===== src/rtl/fdu_heartbeat_gen.sv =====
// -----------------------------------------------------------------------------
// fdu_heartbeat_gen
//   Upstream partner of the FDU watchdog. Drives a 3-bit Gray-coded heartbeat
//   (000,001,011,010,110,111,101,100,000,...) that advances one step per
//   software kick, with every code held for at least MIN_HOLD cycles. A
//   missing kick freezes the code and raises 'stalled'; 'inject_skip' makes an
//   advance jump two positions so the watchdog's error path can be exercised.
//
// Ports
//   clk          in   1   system clock, all logic on posedge
//   reset        in   1   asynchronous, active-low reset
//   enable       in   1   level; 0 returns to IDLE with fdu=000
//   kick         in   1   1-cycle request to advance the heartbeat
//   inject_skip  in   1   level; sampled at advance, 1 = advance by two
//   fdu          out  3   registered Gray-coded heartbeat
//   stalled      out  1   1 while in STALL
//   overrun      out  1   sticky: a kick was dropped (second pending kick)
//   cycle_done   out  1   1-cycle pulse when the index wraps past 7
//   wrap_count   out 16   number of wraps, modulo 2^16
// -----------------------------------------------------------------------------
module fdu_heartbeat_gen #(
  parameter int unsigned MIN_HOLD     = 8,        // >= 2
  parameter int unsigned KICK_TIMEOUT = 6000000,  // > MIN_HOLD + 1
  parameter int unsigned CNT_W        = 24        // must hold KICK_TIMEOUT
) (
  input  logic        clk,
  input  logic        reset,
  input  logic        enable,
  input  logic        kick,
  input  logic        inject_skip,
  output logic [2:0]  fdu,
  output logic        stalled,
  output logic        overrun,
  output logic        cycle_done,
  output logic [15:0] wrap_count
);

  typedef enum logic [1:0] {
    S_IDLE  = 2'd0,
    S_HOLD  = 2'd1,
    S_READY = 2'd2,
    S_STALL = 2'd3
  } state_t;

  localparam logic [CNT_W-1:0] HOLD_LAST = CNT_W'(MIN_HOLD - 1);
  localparam logic [CNT_W-1:0] TO_LAST   = CNT_W'(KICK_TIMEOUT - 1);
  localparam logic [CNT_W-1:0] CNT_ONE   = CNT_W'(1);

  state_t           r_state;
  logic [2:0]       r_idx;
  logic [2:0]       r_fdu;
  logic             r_pend;
  logic             r_stalled;
  logic             r_overrun;
  logic             r_cycle_done;
  logic [15:0]      r_wrap_count;
  logic [CNT_W-1:0] r_hold_cnt;
  logic [CNT_W-1:0] r_to_cnt;

  // Next index and its Gray code. Bit 3 of the sum marks a wrap past 7.
  logic [3:0] w_sum;
  logic [2:0] w_next_idx;
  logic [2:0] w_next_gray;
  logic       w_advance;

  assign w_sum       = {1'b0, r_idx} + (inject_skip ? 4'd2 : 4'd1);
  assign w_next_idx  = w_sum[2:0];
  assign w_next_gray = w_next_idx ^ (w_next_idx >> 1);
  // A pending kick fires on the first READY cycle, same as a live kick.
  assign w_advance   = (r_state == S_READY) && (kick || r_pend);

  // NOTE: every register, including the counters, is cleared by the async
  // reset so the outputs are defined before the first clock edge; all state
  // updates use non-blocking assignments so the whole block reads the values
  // from before the edge regardless of statement order.
  always_ff @(posedge clk or negedge reset) begin
    if (!reset) begin
      r_state      <= S_IDLE;
      r_idx        <= 3'd0;
      r_fdu        <= 3'd0;
      r_pend       <= 1'b0;
      r_stalled    <= 1'b0;
      r_overrun    <= 1'b0;
      r_cycle_done <= 1'b0;
      r_wrap_count <= 16'd0;
      r_hold_cnt   <= '0;
      r_to_cnt     <= '0;
    end else begin
      r_cycle_done <= 1'b0;
      if (!enable) begin
        // Disable overrides everything, including a kick in the same cycle.
        // overrun and wrap_count are deliberately kept.
        r_state    <= S_IDLE;
        r_idx      <= 3'd0;
        r_fdu      <= 3'd0;
        r_pend     <= 1'b0;
        r_stalled  <= 1'b0;
        r_hold_cnt <= '0;
        r_to_cnt   <= '0;
      end else begin
        unique case (r_state)
          S_IDLE: begin
            r_state    <= S_HOLD;
            r_hold_cnt <= '0;
            r_to_cnt   <= '0;
          end

          S_HOLD: begin
            if (kick) begin
              if (r_pend) r_overrun <= 1'b1;
              else        r_pend    <= 1'b1;
            end
            if (r_to_cnt == TO_LAST) begin
              r_state   <= S_STALL;
              r_stalled <= 1'b1;
            end else begin
              r_to_cnt <= r_to_cnt + CNT_ONE;
              if (r_hold_cnt == HOLD_LAST) begin
                r_state    <= S_READY;
                r_hold_cnt <= '0;
              end else begin
                r_hold_cnt <= r_hold_cnt + CNT_ONE;
              end
            end
          end

          S_READY: begin
            if (w_advance) begin
              // Advance wins over a timeout landing in the same cycle.
              r_idx      <= w_next_idx;
              r_fdu      <= w_next_gray;
              r_pend     <= 1'b0;
              r_to_cnt   <= '0;
              r_hold_cnt <= '0;
              r_state    <= S_HOLD;
              if (w_sum[3]) begin
                r_cycle_done <= 1'b1;
                r_wrap_count <= r_wrap_count + 16'd1;
              end
            end else if (r_to_cnt == TO_LAST) begin
              r_state   <= S_STALL;
              r_stalled <= 1'b1;
            end else begin
              r_to_cnt <= r_to_cnt + CNT_ONE;
            end
          end

          S_STALL: begin
            // Restart from code 000, mirroring the watchdog's ERROR->ZERO
            // recovery. This is not counted as a wrap.
            if (kick) begin
              r_idx      <= 3'd0;
              r_fdu      <= 3'd0;
              r_stalled  <= 1'b0;
              r_pend     <= 1'b0;
              r_hold_cnt <= '0;
              r_to_cnt   <= '0;
              r_state    <= S_HOLD;
            end
          end

          default: r_state <= S_IDLE;
        endcase
      end
    end
  end

  assign fdu        = r_fdu;
  assign stalled    = r_stalled;
  assign overrun    = r_overrun;
  assign cycle_done = r_cycle_done;
  assign wrap_count = r_wrap_count;

endmodule

===== config.mk =====
export PLATFORM = sky130hd
export DESIGN_NAME = fdu_heartbeat_gen
export DESIGN_NICKNAME = d
export VERILOG_FILES = /design/src/rtl/fdu_heartbeat_gen.sv
export SDC_FILE = /design/constraint.sdc
export NUM_CORES = 1
export LEC_CHECK = 0
export CORE_MARGIN = 2
export CORE_UTILIZATION = 40
export DETAILED_ROUTE_END_ITERATION = 16
export PLACE_DENSITY = 0.63
export REMOVE_ABC_BUFFERS = 1
export SLEW_MARGIN = 5
export SYNTH_ARGS = -nofsm -noshare
export SYNTH_HDL_FRONTEND = slang
export SYNTH_SLANG_ARGS = --single-unit

===== constraint.sdc =====
create_clock -name clk -period 2 [get_ports clk]
set_input_delay 0.4 -clock clk [delete_from_list [all_inputs] [get_ports clk]]
set_output_delay 0.4 -clock clk [all_outputs]
set_load 0.1 [all_outputs]

==> results.md <==
* Initial antenna violation count at 0
* Status: finished, violations left
* H-tree depth at 3
* Post-synth EDFFs at 0
* Synth cell types at 61
* Final hold viol count at 0
* VDD IR-drop max at 0.353 mV
* Die W at 107 um
* Final worst path period need at 2.06 ns
* Clk root buf: clkbuf_8
* Worst reg2reg endpoint: r_hold_cnt[9]
* First-pass GRT wire length at 17.1 mm
* Startpoint class of the critical path: register
* CTS tree: done
* Synth area leader: dfrtp_1
* Port Buffers at 26
* Clk pin slew, worst setup/hold paths at 0.08 ns
* Inserted Diodes at 0
* CP max FO at 7
* Vias in the first global route at 3582
* Seq/Total Area, Yosys at 0.446
* Hold Buf Count CTS at 0
* Post-route ant nets at 0
* Cell area after layout at 0.00553 sq mm
* Die Ht at 107 um
* Setup crit end: r_hold_cnt[9]
* DR DRC count at 0
* Vias at 3700
* Setup violations, final at 14
* Setup ws final at -0.0573 ns
* Pwr dens at 774 mW/mm^2
* Most frequent cell after synthesis: dfrtp_1
* Worst hold margin at 0.00884 ns
* Hold WC Path Type: in -> async
* Area Overhead vs Synth at 31.3%
* Max-cap viol count at 0
* Vias/cell at 5.54
* GRT Residual Overflow at 0
* Initial Util at 0.410
* I/O Pins at 27
* Fmax at 0.486 GHz
* DR WL/cell at 15.5 um
* Synth cell count leaders: dfrtp_1, nand3_1, nand2_1, nor2_1
* Skew-Pair Late Insertion Delay at 0.36 ns
* Max Root-Sink Buffers at 2
* Placer Congestion at 0.817
* Num CTS Buffers at 9
* Pre-Repair DR Iteration Count at 5
* Total track usage at 0.188
* Period utilisation layout at 1.03
* CP required at 2.25 ns
* Final WL at 10.3 mm
* Largest net degree at the start of global routing at 40
* Dpl hpwl at 7.14 mm
* Iter 0 DRT Violations at 156
* Worst Path Arrival at 2.31 ns
* Syn_area_per_cell at 9.62 sq um
* FF+latch count, synth at 75
* Core area at 0.0103 sq mm
* Filler cells at 930
* Synth Cell Area at 0.00421 sq mm
* Placement Cell Area at 0.00501 sq mm
* Clk_skew at 0.0104 ns
* Violated checks: setup timing
* Start point of the critical path: r_hold_cnt[19]
* Post-synth ARST share at 1.00
* Max Transition Viols Final at 0
* RSZ-0062 raised after global routing: true
* Nets at 541
* Reg-to-reg critical path startpoint: r_hold_cnt[19]
* CTS Sinks at 75
* Cells after Synth at 438
* Kind of critical path: reg -> reg
* FF-to-FF path depth at 6
* Worst setup EP type: register
* Max-slew headroom at 0.642
* Rows at 37
* Largest cells by area after synthesis: dfrtp_1, xor2_1, nand3_1, nand4_1, nand2_1
* Layout cells sized above 1 at 0.308
* Die ar. at 0.0114 sq mm
* YS warnings at 0
* Top_reg_cell synth: dfrtp_1
* Measured slew at the worst slew-check pin at 0.538 ns
* Flop-to-flop setup slack at -0.06 ns
* Leakage at 0.00244 uW
* Synth top area share at 0.446
kinds of logic after synthesis:
family	count (synthesis)	share of synthesized area
compound gates	102	0.166
mux	4	0.00980
simple gates	183	0.242
buf+inv	33	0.0410
fa+ha+maj	9	0.0285
flops	75	0.446
xor+xnor	32	0.0665
placed cells by master (no fill, tap or decap), drive strengths merged, types with 4 or more instances in the layout:
| cell | Yosys | routed |
|---|---|---|
| buf | 12 | 96 |
| dfrtp | 75 | 75 |
| nand3 | 33 | 33 |
| o21ai | 32 | 32 |
| nand2 | 31 | 31 |
| nor2 | 30 | 30 |
| xor2 | 22 | 22 |
| nand4 | 19 | 19 |
| o31ai | 14 | 14 |
| and3 | 13 | 13 |
| a21oi | 12 | 12 |
| nor3 | 12 | 12 |
| clkbuf | 10 | 12 |
| inv | 11 | 11 |
| xnor2 | 10 | 10 |
| a31oi | 10 | 10 |
| or3 | 8 | 8 |
| ha | 8 | 8 |
| nor4 | 8 | 8 |
| a22o | 7 | 7 |
| nor2b | 7 | 7 |
| and4 | 5 | 5 |
| a22oi | 5 | 5 |
| o211ai | 4 | 4 |
| a2bb2oi | 4 | 4 |
| clkinv | 0 | 4 |
| or4 | 4 | 4 |
per-layer routing:
layer | share of wire | vias up | track usage | wire length [um]
met5 | 0 | - | 0 | 0
met4 | 0.019 | 0 | 0.0826 | 192
met3 | 0.044 | 15 | 0.0316 | 453
met2 | 0.48 | 75 | 0.302 | 4920
met1 | 0.46 | 1800 | 0.251 | 4780
li1 | - | 1810 | - | -
area by class of cell:
class	count	area, sq um	area share
Clock buffer	11	131	0.0238
Clock inverter	5	53.8	0.00973
Inverter	11	41.3	0.00746
Multi-Input combinational cell	330	2360	0.427
Sequential cell	75	1880	0.340
Tap cell	136	170	0.0308
Timing Repair Buffer	100	896	0.162
state kept, by name (all words and copies together) (netlist names), 2 cells and up:
| signal | flops |
|---|---|
| fdu | 2 |
| r_hold_cnt | 24 |
| r_idx | 3 |
| r_state | 2 |
| r_to_cnt | 24 |
| wrap_count | 16 |
power by group:
group | switching, uW | total (uW) | internal (uW) | leakage, uW
clock network | 568 | 1140 | 573 | 0.0000971
registers | 89.9 | 1690 | 1600 | 0.00104
logic | 840 | 1450 | 610 | 0.00131
total | 1500 | 4280 | 2790 | 0.00244
what timing repair did:
action / 4_1_cts / 5_1_grt
gates resized for setup: 3 / 54
setup endpoints to repair: 18 / 35
gates cloned: 0 / 1
pin swaps: 2 / 25
buffers inserted: 2 / 7
through the flow:
step	worst slack [ns]	util	instances	setup TNS, ns	total power, uW
floorplan	-0.597	-	416	-13.60	2480
global placement	-0.267	0.487	642	-11.34	2930
detailed placement	-0.300	0.487	642	-12.68	2970
CTS	-0.0275	0.507	660	-0.174	4110
global route	-0.103	0.538	668	-1.54	4490
finish	-0.0573	0.538	668	-0.305	4280
worst min-delay path by stage:
stage               start            end  slack (ns)  cells past startpoint
floorplan           reset     cycle_done        0.10                      0
global placement    reset  wrap_count[9]        0.42                      1
detailed placement  reset  wrap_count[8]        0.42                      1
CTS                 reset  wrap_count[8]        0.02                      1
global route        reset  wrap_count[8]        0.05                      1
finish              reset  wrap_count[9]       0.009                      1
critical path: stages (launching register included):
cell and delay [ns]:
dfrtp_1 0.38, or4_4 0.55, nor4_4 0.40, a21oi_2 0.12, buf_6 0.16, a21o_1 0.15
a22o_1 0.20
Note: power is estimated with default switching activity, not from simulation.
==> RTL edit 1 (config.mk and constraints unchanged) <==
Set the parameter `CNT_W` to 48 (it was 24).
--- a/src/rtl/fdu_heartbeat_gen.sv
+++ b/src/rtl/fdu_heartbeat_gen.sv
@@ -22,5 +22,5 @@
   parameter int unsigned MIN_HOLD     = 8,        // >= 2
   parameter int unsigned KICK_TIMEOUT = 6000000,  // > MIN_HOLD + 1
-  parameter int unsigned CNT_W        = 24        // must hold KICK_TIMEOUT
+  parameter int unsigned CNT_W        = 48        // must hold KICK_TIMEOUT
 ) (
   input  logic        clk,
Formal check against the unedited RTL: same outputs for any inputs over 10 cycles, from zero or initial values and one cycle with reset low; that may be too few to reach the edited logic, so the function may still have changed.
==> RTL edit 1 against the unedited design <==
Synthesized area rose by 61%. The run still ends with setup timing left. Sequential cell count rose by 48. Wire length rose by 86%. Design area rose by 75%. Non-clock buffer count rose by 111. Power rose by 76%. Worst setup slack got worse by 0.24 ns.
==> RTL edit 1: results (changes against the unedited design) <==
- Maximum number of pins on one net before global-route repair: 41 (+2.5%)
- The setup slack after placement came to -0.438 ns (-0.139 ns).
* Placed wire-length estimate: 12700 µm (+77%)
- The number of instances in the placed design came to 1114 (+74%).
* Number of fill cells in the layout: 1364 (+47%)
- Via density: 5.71 (+3.1%)
* Count of cells along the worst register-to-register path: 8 (+2)
- The top fanout value on the critical path was 18 (+11).
- The setup violation total in the final timing report came to 59 (+45).
* Root buffer selected by CTS: sky130_fd_sc_hd__clkbuf_16
- Arr. time, crit path: 2.59 ns (+0.28 ns)
- Result of the run: finished with violations
- In this run the critical register-to-register path is launched from r_to_cnt[9].
* Number of clock buffers inserted by TritonCTS: 17 (+8)
- The worst supply voltage drop on vdd came to 0.603 mV (+71%).
* # nets final: 948 (+75%)
- The deepest level of the CTS H-tree is 4 (+1).
* Count of cell types in the netlist: 55 (-9.8%)
- The final critical-path setup slack is -0.296 ns (-0.239 ns).
- Failing checks: setup timing
- Endpoint of the most critical setup path: r_hold_cnt[18]
* Standard cell area after detailed placement: 0.00846 mm² (+69%)
- First-pass GRT wire length: 31700 µm (+85%)
- Path category of the worst min-delay check: reg2reg
* Worst Skew: 0.00832 ns (-0.00207 ns)
- Share of Yosys cell area claimed by the top area cell type: 45.2% (+0.70 points)
-- RTL edit 1: changes by cell type in the layout (fill, tap and decap cells not counted), moves of 11 or more --
cell / before / now
sky130_fd_sc_hd__a31oi_1: 10 / 21
sky130_fd_sc_hd__dfrtp_1: 74 / 123
sky130_fd_sc_hd__clkbuf_16: 1 / 17
sky130_fd_sc_hd__nor2_1: 28 / 75
sky130_fd_sc_hd__nand2_1: 28 / 52
sky130_fd_sc_hd__nand3_1: 31 / 43
sky130_fd_sc_hd__o31ai_1: 8 / 38
sky130_fd_sc_hd__and3_1: 12 / 25
sky130_fd_sc_hd__xnor2_1: 10 / 34
sky130_fd_sc_hd__o21ai_0: 18 / 56
sky130_fd_sc_hd__buf_4: 82 / 176
sky130_fd_sc_hd__buf_6: 6 / 17
-- RTL edit 1: worst max-delay path, cell delays in order, from the launching register on --
cell                      delay (ns)
sky130_fd_sc_hd__dfrtp_1        0.40
sky130_fd_sc_hd__nor4_2         0.29
sky130_fd_sc_hd__buf_4          0.16
sky130_fd_sc_hd__nand4_1        0.13
sky130_fd_sc_hd__or4_4          0.47
sky130_fd_sc_hd__o21ai_4        0.22
sky130_fd_sc_hd__or2_4          0.23
sky130_fd_sc_hd__buf_12         0.17
sky130_fd_sc_hd__o31ai_1        0.10
-- RTL edit 1: cell type report --
type	instances	area, µm²	share of cell area, %
clock buffers	23	488	5.04
clock inverters	8	115	1.19
inverters	10	37.5	0.388
multi-input cells	571	3860	39.9
flip-flops and latches	123	3080	31.8
well taps	220	275	2.84
repair buffers	211	1820	18.8
-- RTL edit 1: logic make-up after synthesis --
group / Yosys count / synth area share [%]
AO/OA/AOI/OAI: 162 / 14.7
XOR/XNOR: 57 / 7.34
adder cells (fa/ha/maj): 9 / 1.77
buffers and inverters: 50 / 3.60
flip-flops: 123 / 45.2
multiplexers: 3 / 0.478
AND/OR/NAND/NOR: 339 / 26.9
-- RTL edit 1: timing repair --
item / CTS / global route
setup buffers: 11 / 7
pin swaps: 24 / 21
endpoints found under the setup margin: 71 / 109
hold buffers: 1 / 0
resized for setup: 41 / 53
endpoints found under the hold margin: 2 / 0
cloned: 4 / 1
-- RTL edit 1: routing by layer --
layer,GRT usage (%),share of wire [%],vias up,wire length [µm]
met5,0,0,-,0
met4,8.54,2.5,0,487
met3,4.35,4.5,48,872
met2,35.9,48,207,9230
met1,28.3,45,3283,8630
li1,-,-,3123,-
-- RTL edit 1: report_power, final --
group	total [mW]	internal (mW)	leakage, nW	switching (mW)
clock	3.15	2.07	0.303	1.08
sequential	2.67	2.59	1.71	0.0815
combinational	1.71	0.678	2.32	1.04
==> RTL edit 2 (same flow settings) <==
Made on the original files. Put one more register stage on the output `wrap_count`, without a reset. The value now appears one clock later. The other outputs are not delayed to match.
--- a/src/rtl/fdu_heartbeat_gen.sv
+++ b/src/rtl/fdu_heartbeat_gen.sv
@@ -170,5 +170,7 @@
   assign overrun    = r_overrun;
   assign cycle_done = r_cycle_done;
-  assign wrap_count = r_wrap_count;
+  always_ff @(posedge clk) begin
+    wrap_count <= r_wrap_count;
+  end
 
 endmodule
Function: no difference found for any inputs over 10 cycles, from zero or initial values and one cycle with reset low; that may be too few to reach the edited logic, so the function may still have changed.
==> RTL edit 2 against the unedited design <==
The flow still finishes with violations (setup timing). Synthesized area rose by 8.6%. Design area rose by 9.2%. Power rose by 16%. Global-route usage fell by 1.8 points. Worst setup slack improved by 0.0041 ns. Count of clock-buffer cells in the layout fell by 2. Critical path depth did not move. Sequential cell count rose by 16. Wire length barely moved. Core utilization fell by 0.24 points. Critical path type unchanged. Largest cell class unchanged.
==> RTL edit 2: results (changes against the unedited design) <==
- Result of the run: finished with violations
* Failing checks: setup timing
- Standard cell area after detailed placement: 0.00546 mm² (+9.1%)
- The top fanout value on the critical path is 14 (+7).
* Proportion of power drawn by flip-flops and latches: 40.2% (+0.7 points)
- The instance count of the mapped netlist was 453 (+3.4%).
* Worst reg2reg path startpoint: r_to_cnt[14]
- Cell leakage power: 2.61 nW (+6.9%)
* Synth Area in Adders: 2.63% (-0.23 points)
* Peak VDD IR: 0.760 mV (+120%)
* Psw: 1.64 mW (+9.7%)
* Via density: 5.42 (-2.2%)
- The setup violation total in the final timing report was 16 (+2).
* PnR worst setup slack: -0.0532 ns (+0.00412 ns)
- Synthesized-area fraction occupied by ao, oa, aoi and oai cells: 13.0% (-3.6 points)
- The setup slack after placement is -0.367 ns (-0.0677 ns).
- The number of instances in the placed design was 680 (+5.9%).
- Path category of the worst min-delay check: reg2reg
- Placed wire-length estimate: 7450 µm (+4.3%)
* Root buffer selected by CTS: sky130_fd_sc_hd__clkbuf_16
* Number of non-filler instances in the completed layout: 703 (+5.2%)
* Maximum number of pins on one net before global-route repair: 46 (+15%)
* Number of optimization iterations in the first detailed-route pass: 4 (-1)
- Power attributed to combinational cells: 1.28 mW (-12%)
* Synth top area cells: sky130_fd_sc_hd__dfrtp_1 (41%), sky130_fd_sc_hd__dfxtp_1 (7.0%), sky130_fd_sc_hd__xnor2_1 (4.6%), sky130_fd_sc_hd__xor2_1 (3.3%), sky130_fd_sc_hd__nor2_1 (3.0%)
[RTL edit 2: metal layers]
layer | track usage (%) | part of all wire [%]
met4 | 4.92 | 1.1
met3 | 4.54 | 4.4
met5 | 0 | 0
met2 | 27.2 | 47
met1 | 23.0 | 47
[RTL edit 2: timing repair]
| action | CTS | global route |
|---|---|---|
| cloned | 0 | 0 |
| hold endpoints to repair | 17 | 0 |
| hold buffers | 1 | 0 |
| pin swaps | 6 | 10 |
| setup buffers | 4 | 2 |
| setup endpoints to repair | 28 | 41 |
| resized for setup | 22 | 37 |
[RTL edit 2: area by class of cell]
cell class / count / area (µm²)
clock inverter: 7 / 81.3
timing repair buffer: 109 / 895
tap: 143 / 179
inverter: 9 / 33.8
fill: 965 / 5230
clock buffer: 9 / 225
multi-input combinational: 335 / 2430
sequential: 91 / 2200
